--- config.mk ---
export PLATFORM = sky130hd
export DESIGN_NAME = round_normalize_pipe
export DESIGN_NICKNAME = d
export VERILOG_FILES = /design/src/rtl/rnd_norm_pkg.sv /design/src/rtl/leading_one_detect.sv /design/src/rtl/round_normalize_pipe.sv
export SDC_FILE = /design/constraint.sdc
export NUM_CORES = 1
export LEC_CHECK = 0
export CORE_AREA = 2 2 95 61
export DETAILED_ROUTE_END_ITERATION = 8
export DIE_AREA = 0 0 97 63
export MAX_ROUTING_LAYER = met4
export PLACE_DENSITY = 0.66
export SLEW_MARGIN = 25
export SYNTH_ARGS = -nofsm -noshare
export SYNTH_HDL_FRONTEND = slang
export SYNTH_SLANG_ARGS = --single-unit
--- constraint.sdc ---
create_clock -name clk -period 3.65 [get_ports clk]
set_input_delay 0.73 -clock clk [delete_from_list [all_inputs] [get_ports clk]]
set_output_delay 0.73 -clock clk [all_outputs]
set_load 0.01 [all_outputs]
--- src/rtl/rnd_norm_pkg.sv ---
// Shared types and helpers for the leading-one normaliser / rounder pipeline.
// Defining RND_NORM_RNE_EN selects round-to-nearest-even; otherwise round-half-up.
package rnd_norm_pkg;

    localparam int RND_NORM_DEF_WIDTH      = 16;
    localparam int RND_NORM_DEF_LOG2_WIDTH = 4;

    typedef enum logic [0:0] {
        RND_HALF_UP      = 1'b0,
        RND_NEAREST_EVEN = 1'b1
    } round_mode_e;

`ifdef RND_NORM_RNE_EN
    localparam round_mode_e RND_NORM_MODE = RND_NEAREST_EVEN;
`else
    localparam round_mode_e RND_NORM_MODE = RND_HALF_UP;
`endif

    // Exponent carries one extra bit so a rounding carry at the top index fits.
    function automatic int exp_width(input int log2_width);
        return log2_width + 32'sd1;
    endfunction

    typedef struct packed {
        logic [RND_NORM_DEF_WIDTH-1:0]      data;
        logic [RND_NORM_DEF_LOG2_WIDTH-1:0] k;
        logic                               zero;
    } stage_payload_t;

endpackage

--- src/rtl/leading_one_detect.sv ---
// Combinational priority encoder: index of the highest set bit plus a zero flag.
module leading_one_detect
#(
    parameter int WIDTH      = 16,
    parameter int LOG2_WIDTH = 4
) (
    input  logic [WIDTH-1:0]      operand,
    output logic [LOG2_WIDTH-1:0] k,
    output logic                  zero
);

    // Ascending scan so the highest set bit wins.
    always_comb begin
        k    = {LOG2_WIDTH{1'b0}};
        zero = ~|operand;
        for (int i = 0; i < WIDTH; i++) begin
            k = operand[i] ? LOG2_WIDTH'(i) : k;
        end
    end

endmodule

--- src/rtl/round_normalize_pipe.sv ---
// Three-stage valid/ready pipeline: detect leading one, normalise, round.
// Build option RND_NORM_RNE_EN selects round-to-nearest-even instead of round-half-up.
module round_normalize_pipe
    import rnd_norm_pkg::*;
#(
    parameter int WIDTH      = 16,
    parameter int MANT_WIDTH = 4,
    parameter int LOG2_WIDTH = $clog2(WIDTH)
) (
    input  logic                  clk,
    input  logic                  rst,
    input  logic                  in_valid,
    output logic                  in_ready,
    input  logic [WIDTH-1:0]      in_operand,
    output logic                  out_valid,
    input  logic                  out_ready,
    output logic [MANT_WIDTH-1:0] out_mant,
    output logic [LOG2_WIDTH:0]   out_exp,
    output logic                  out_zero
);

    localparam int                    EXP_W   = exp_width(LOG2_WIDTH);
    localparam logic [LOG2_WIDTH-1:0] MSB_IDX = LOG2_WIDTH'(WIDTH - 1);

    typedef struct packed {
        logic [WIDTH-1:0]      data;
        logic [LOG2_WIDTH-1:0] k;
        logic                  zero;
    } stage_t;

    logic                  s1_valid_r;
    logic                  s2_valid_r;
    logic                  out_valid_r;
    stage_t                s1_r;
    stage_t                s2_r;
    logic [MANT_WIDTH-1:0] out_mant_r;
    logic [EXP_W-1:0]      out_exp_r;
    logic                  out_zero_r;

    logic                  out_load_s;
    logic                  s2_load_s;
    logic                  in_ready_s;
    logic [LOG2_WIDTH-1:0] lod_k_s;
    logic                  lod_zero_s;
    logic [LOG2_WIDTH-1:0] shift_s;
    logic [WIDTH-1:0]      norm_s;
    logic [MANT_WIDTH-1:0] top_s;
    logic                  round_up_s;
    logic [MANT_WIDTH:0]   sum_s;
    logic [MANT_WIDTH-1:0] mant_s;
    logic [EXP_W-1:0]      exp_s;

    // A stage may load when empty or when its current content leaves this cycle.
    assign out_load_s = !out_valid_r || out_ready;
    assign s2_load_s  = !s2_valid_r || out_load_s;
    assign in_ready_s = !s1_valid_r || s2_load_s;
    assign in_ready   = in_ready_s;

    leading_one_detect #(
        .WIDTH      (WIDTH),
        .LOG2_WIDTH (LOG2_WIDTH)
    ) u_lod (
        .operand (in_operand),
        .k       (lod_k_s),
        .zero    (lod_zero_s)
    );

    // S1: capture operand together with its leading-one index.
    always_ff @(posedge clk) begin
        if (rst) begin
            s1_valid_r <= 1'b0;
            s1_r       <= '0;
        end else if (in_ready_s) begin
            s1_valid_r <= in_valid;
            if (in_valid) begin
                s1_r <= '{data: in_operand, k: lod_k_s, zero: lod_zero_s};
            end
        end
    end

    assign shift_s = MSB_IDX - s1_r.k;
    assign norm_s  = s1_r.data << shift_s;

    // S2: register the operand shifted so its leading one sits at the MSB.
    always_ff @(posedge clk) begin
        if (rst) begin
            s2_valid_r <= 1'b0;
            s2_r       <= '0;
        end else if (s2_load_s) begin
            s2_valid_r <= s1_valid_r;
            if (s1_valid_r) begin
                s2_r <= '{data: norm_s, k: s1_r.k, zero: s1_r.zero};
            end
        end
    end

    generate
        if (MANT_WIDTH == WIDTH) begin : g_no_round
            assign top_s      = s2_r.data;
            assign round_up_s = 1'b0;
        end else begin : g_round
            logic rbit_s;
            assign top_s  = s2_r.data[WIDTH-1 -: MANT_WIDTH];
            assign rbit_s = s2_r.data[WIDTH-1-MANT_WIDTH];
            if (MANT_WIDTH == WIDTH - 1) begin : g_no_sticky
`ifdef RND_NORM_RNE_EN
                assign round_up_s = rbit_s && top_s[0];
`else
                assign round_up_s = rbit_s;
`endif
            end else begin : g_sticky
`ifdef RND_NORM_RNE_EN
                logic sticky_s;
                assign sticky_s   = |s2_r.data[WIDTH-2-MANT_WIDTH:0];
                assign round_up_s = rbit_s && (sticky_s || top_s[0]);
`else
                // Bits below the round bit do not influence half-up rounding.
                logic unused_low_s;
                assign unused_low_s = ^s2_r.data[WIDTH-2-MANT_WIDTH:0];
                assign round_up_s   = rbit_s;
`endif
            end
        end
    endgenerate

    // Apply the increment; a carry out renormalises to 1000.. and bumps the exponent.
    always_comb begin
        sum_s  = {1'b0, top_s} + {{MANT_WIDTH{1'b0}}, round_up_s};
        mant_s = sum_s[MANT_WIDTH-1:0];
        exp_s  = {1'b0, s2_r.k};
        if (s2_r.zero) begin
            mant_s = {MANT_WIDTH{1'b0}};
            exp_s  = {EXP_W{1'b0}};
        end else if (sum_s[MANT_WIDTH]) begin
            mant_s = {1'b1, {(MANT_WIDTH-1){1'b0}}};
            exp_s  = {1'b0, s2_r.k} + {{LOG2_WIDTH{1'b0}}, 1'b1};
        end else begin
            mant_s = sum_s[MANT_WIDTH-1:0];
            exp_s  = {1'b0, s2_r.k};
        end
    end

    // S3: output register, held while downstream stalls.
    always_ff @(posedge clk) begin
        if (rst) begin
            out_valid_r <= 1'b0;
            out_mant_r  <= {MANT_WIDTH{1'b0}};
            out_exp_r   <= {EXP_W{1'b0}};
            out_zero_r  <= 1'b0;
        end else if (out_load_s) begin
            out_valid_r <= s2_valid_r;
            if (s2_valid_r) begin
                out_mant_r <= mant_s;
                out_exp_r  <= exp_s;
                out_zero_r <= s2_r.zero;
            end
        end
    end

    assign out_valid = out_valid_r;
    assign out_mant  = out_mant_r;
    assign out_exp   = out_exp_r;
    assign out_zero  = out_zero_r;

endmodule

# [Yosys cells after proc, flatten, opt, wreduce, memory -nomap -nowiden]
# Cells that the tools add are included.
[classes] mux=19 eq_ne=0 div=0 reduce_logical=11 add_sub_neg=3 mul=0 n_lt_le_gt_ge=0 bitwise=0 shifts=1
[op_table] operator="4-bit two-way mux" count=16
[op_table] operator="16-bit OR reduction" count=1
[op_table] operator="16-bit by 4-bit left shift with 16-bit output" count=1
[op_table] operator="5-bit two-way mux" count=2
[op_table] operator="2-bit AND reduction" count=3
[op_table] operator="4-bit by 1-bit adder with 5-bit output" count=1
[op_table] operator="4-bit by 1-bit adder with 5-bit output, second input constant" count=1
[op_table] operator="1-bit zero test" count=4
[op_table] operator="4-bit subtractor, first input constant" count=1
[op_table] operator="1-bit logical OR" count=3
[op_table] operator="1-bit two-way mux" count=1
[totals] reg_bits=55 word_cells=46 in_bits=20 rom_bits=0 mem_bits_rw=0 out_inout_bits=12 mem_count=0 latch_bits=0

# [Depth between registers and ports, before layout]
[depth] depth_word=15 depth_mapped=8 mapped_depth_nobuf=7

# [Cells and area by module]
# A second synthesis with hierarchy kept.
[unflattened] cells_unflattened=285 area_unflattened_um2=2427.3
[modules_own_cells] mod="round_normalize_pipe" seq_area_each_um2=880.8 instances=1 cells_each=256 area_each_um2=2265.9
[modules_own_cells] mod="leading_one_detect" seq_area_each_um2=0.0 instances=1 cells_each=29 area_each_um2=161.4

# [Worst setup path after synthesis]
# No wires, ideal clock.
[synth_timing] path_type="in2reg" startpoint="input out_ready" endpoint="register out_zero_r (netlist: out_zero)" t_arrival_ns=1.659 setup_slack_ns=1.864 required_ns=3.522 stages=6 n_path_buf=2 setup_ns=0.128 path_cell_list="nor2b_1 nand2b_1 clkbuf_1 buf_2 mux2i_1 nor2_1"
[synth_between] elab_chain_len=2
[synth_rtl] element="start: declaration" line="round_normalize_pipe.sv:16" source="input logic out_ready,"
[synth_rtl] element="1-bit logical OR" line="round_normalize_pipe.sv:54" source="assign out_load_s = !out_valid_r || out_ready;"
[synth_rtl] element="2-bit AND reduction (no source line)"
[synth_rtl] element="end signal: assignment" line="round_normalize_pipe.sv:155" source="out_zero_r <= s2_r.zero;"
[synth_rtl] element="end: declaration" line="round_normalize_pipe.sv:38" source="logic out_zero_r;"
# No other way between the ends.
# A chain may end at the register's enable or synchronous reset.

# [Worst setup path after layout]
[layout_timing] startpoint="input out_ready" endpoint="output in_ready"
[layout_between] elab_chain_len=3
[layout_rtl] element="1-bit logical OR" line="round_normalize_pipe.sv:54"
[layout_rtl] element="1-bit logical OR" line="round_normalize_pipe.sv:55" source="assign s2_load_s = !s2_valid_r || out_load_s;"
[layout_rtl] element="1-bit logical OR" line="round_normalize_pipe.sv:56" source="assign in_ready_s = !s1_valid_r || s2_load_s;"
[layout_rtl] element="end: declaration" line="round_normalize_pipe.sv:13" source="output logic in_ready,"
# No other way between the ends.

==> impl_results.md <==
- PortBufs: 31
- Drt wl/cell: 14.58 um
- Final cycle utilization of the critical path: 72.78%
- Drt drc: 0
- Synthesis-to-finish area growth: 19.21%
- Largest family of logic cells by synthesized area: simple AND/OR/NAND/NOR gates
- CTS buffer count: 5
- Avg Cell Area, Syn: 8.475 um^2
- Iter 0 DRT Violations: 120
- Worst-Skew Late Latency: 300 ps
- CTS root buf: clkbuf_8
- Post-route setup slack: 993.6 ps
- Fill cells: 491
- Crit-path max FO: 4
- Crit path time final: 2656 ps
- Layout Nets: 313
- Largest net degree at the start of global routing: 29
- Cell taking the most area after synthesis: dfxtp_1
- Main synth FF type: dfxtp_1
- CP startpoint: out_ready
- Multi-input logic area: 1291 um^2
- Post-CTS setup buffers: 0
- VDD IR max: 0.1847 mV
- Slew margin rel.: 50.58%
- Clock slew at reported path FFs: 80 ps
- Final slew viol count: 0
- Gr usage total: 18.68%
- Vias in the first global route: 1807
- Area of the core: 5281 um^2
- Via count: 1989
- Post-Synthesis Cells: 269
- Crit path DAT: 1930 ps
- Final number of hold-violating endpoints: 0
- Reg area: 880.8 um^2
- Final antenna-violating net count: 0
- Hold path start: s1_r[20]$_SDFFE_PP0P_
- Synth cell types: 42
- Num rows: 21
- Post-synthesis adder-cell area fraction: 1.647%
- CP Capture Type: output pin
- # resized after CTS: 0
- Most frequent cells in the layout: nand2_1, dfxtp_1, a21oi_1, clkdlybuf4s50_1, nor2_1
- Hold crit path type: register to register
- CP Class: input pin to output pin
- Die footprint: 6111 um^2
- Max Freq: 376.5 MHz
- Initial core utilization: 43.17%
- Final hold slack: 459.7 ps
- Hold Buf Count CTS: 0
- Commonest non-fill, non-tap cell in the layout: nand2_1
- Simple-gate portion of the synthesized area: 23.16%
- Die H: 63 um
- Final setup viols: 0
- First-pass GRT wire length: 8.935 mm
- Clock Skew: 4.664 ps
- Total routed wirelength: 5.247 mm
- Crit-path cells: clkdlybuf4s50_1, nand4b_1, clkdlybuf4s50_1
- Post-synthesis sequential area ratio: 38.64%
- Slew @ Worst Pin: 740.3 ps
- Post-synth ARST share: 0%
- Most frequent CP cell: clkdlybuf4s50_1
- Status: completed
- H-tree depth: 2
- IO Count: 32
- Worst R2R Start: s1_r[2]$_SDFFE_PP0P_
- Xor/xnor cell area share of the yosys netlist: 1.537%
- Synth warn: 0
- WP data required: 2920 ps
- Pleak: 0.9869 nW
- Unrepaired setup endpoints after global routing: no
- Routability Congestion: 0.8582
- Startpoint class of the critical path: input pin
- Share of layout cells above drive strength 1: 6.873%
- Max incr delay on CP: 560 ps
- Synth Net Count: 292
- Mean number of vias per cell: 5.525
- Area contributors post-synth: dfxtp_1, nand2_1, a21oi_1
- Setup TNS: 0 ps
- CTS tree: yes
- Die Span X: 97 um
- Seq cells post-synth: 44
- Yosys top cell area share: 38.64%
- HPWL Detailed: 3.915 mm
- ANT cells: 0
- DR pass1 iterations: 4
- Mux share of post-synthesis cell area: 16.47%
- Initial antenna violation count: 0
- PwrDens: 381.5 nW/um^2
- Cell Area, Synth: 2280 um^2
- Max Cap Violations: 0
- Worst slack at placement: 1004 ps
- # clock sinks: 44
- Global route total overflow: 0
- Synth Area in Compound Gates: 13.83%
- Slowest library cell on the worst path: clkdlybuf4s50_1
- Maximum buffer depth of the clock tree: 2
- Post-layout util: 51.46%
- Number of flops mapped to enable cells by yosys: 0
-- final cells by class --
type	instances	share of cell area [%]
inverter	5	0.6906
clock buffer	6	2.670
multi-input combinational	200	47.51
tap	69	3.177
clock inverter	2	1.289
sequential	44	32.41
timing repair buffer	34	12.25
-- critical path, delay by kind of cell --
kind	cells	cell delay (ps)
buffers and inverters	2	1030
and+or+nand+nor	1	160
-- logic make-up (layout without fill, tap and decap cells) --
kind of cell	Yosys count	after routing
XOR/XNOR	4	4
AO/OA/AOI/OAI	55	55
adder cells (fa/ha/maj)	3	3
AND/OR/NAND/NOR	116	116
flip-flops	44	44
buffers and inverters	25	47
multiplexers	22	22
-- cells in the mapped netlist, types with 2 or more instances --
master and count:
xnor2_1 2, nor3b_1 3, a211oi_1 2, nor2b_1 3
nor2_1 25, a21oi_1 37, xor2_1 2, mux4_1 4
o311ai_0 2, o21ai_0 4, mux4_2 7, ha_1 3
inv_1 5, mux2i_1 9, nor4_1 5, nor3_1 7
mux2_2 2, clkbuf_1 15, nand2_1 57, nand2b_1 3
or3_1 2, a311oi_1 2, a22oi_1 4, buf_2 2
dfxtp_1 44, nand4b_1 2
-- routing by layer --
layer | track usage [%] | vias to the layer above | part of all wire (%)
met1 | 28.59 | 938 | 55
met2 | 24.05 | 41 | 40
met5 | - | - | 0
li1 | - | 1002 | -
met3 | 3.691 | 8 | 4.3
met4 | 6.338 | 0 | 1.2
-- flip-flops by register name (all words and copies together), names as in the netlist, 4 cells and up --
name and flops:
out_exp 5, out_mant 4, s1_r 21, s2_r 9
-- power by group --
part	leakage, nW	internal [W]	switching, W
combinational	0.572	0.0000722	0.0000640
sequential	0.360	0.000500	0.0000327
clock	0.0552	0.000203	0.000165
-- path summary, 6_finish.rpt --
kind,depth (start not counted),end,slack (ps)
worst max register to register,4,s2_r[20]$_SDFFE_PP0P_,1550
worst min register to register,2,s1_r[20]$_SDFFE_PP0P_,460
worst min-delay path,2,s1_r[20]$_SDFFE_PP0P_,460
worst max-delay path,3,in_ready,990
-- metrics by stage --
step                      cells  instance area (um^2)  power (W)
after floorplan             269                  2280  0.0006264
after global placement      352                  2610  0.0006770
after detailed placement    352                  2610  0.0006792
after CTS                   360                  2718   0.001042
after global routing        360                  2718   0.001085
final                       360                  2718   0.001037
(Power assumes the default switching activity.)
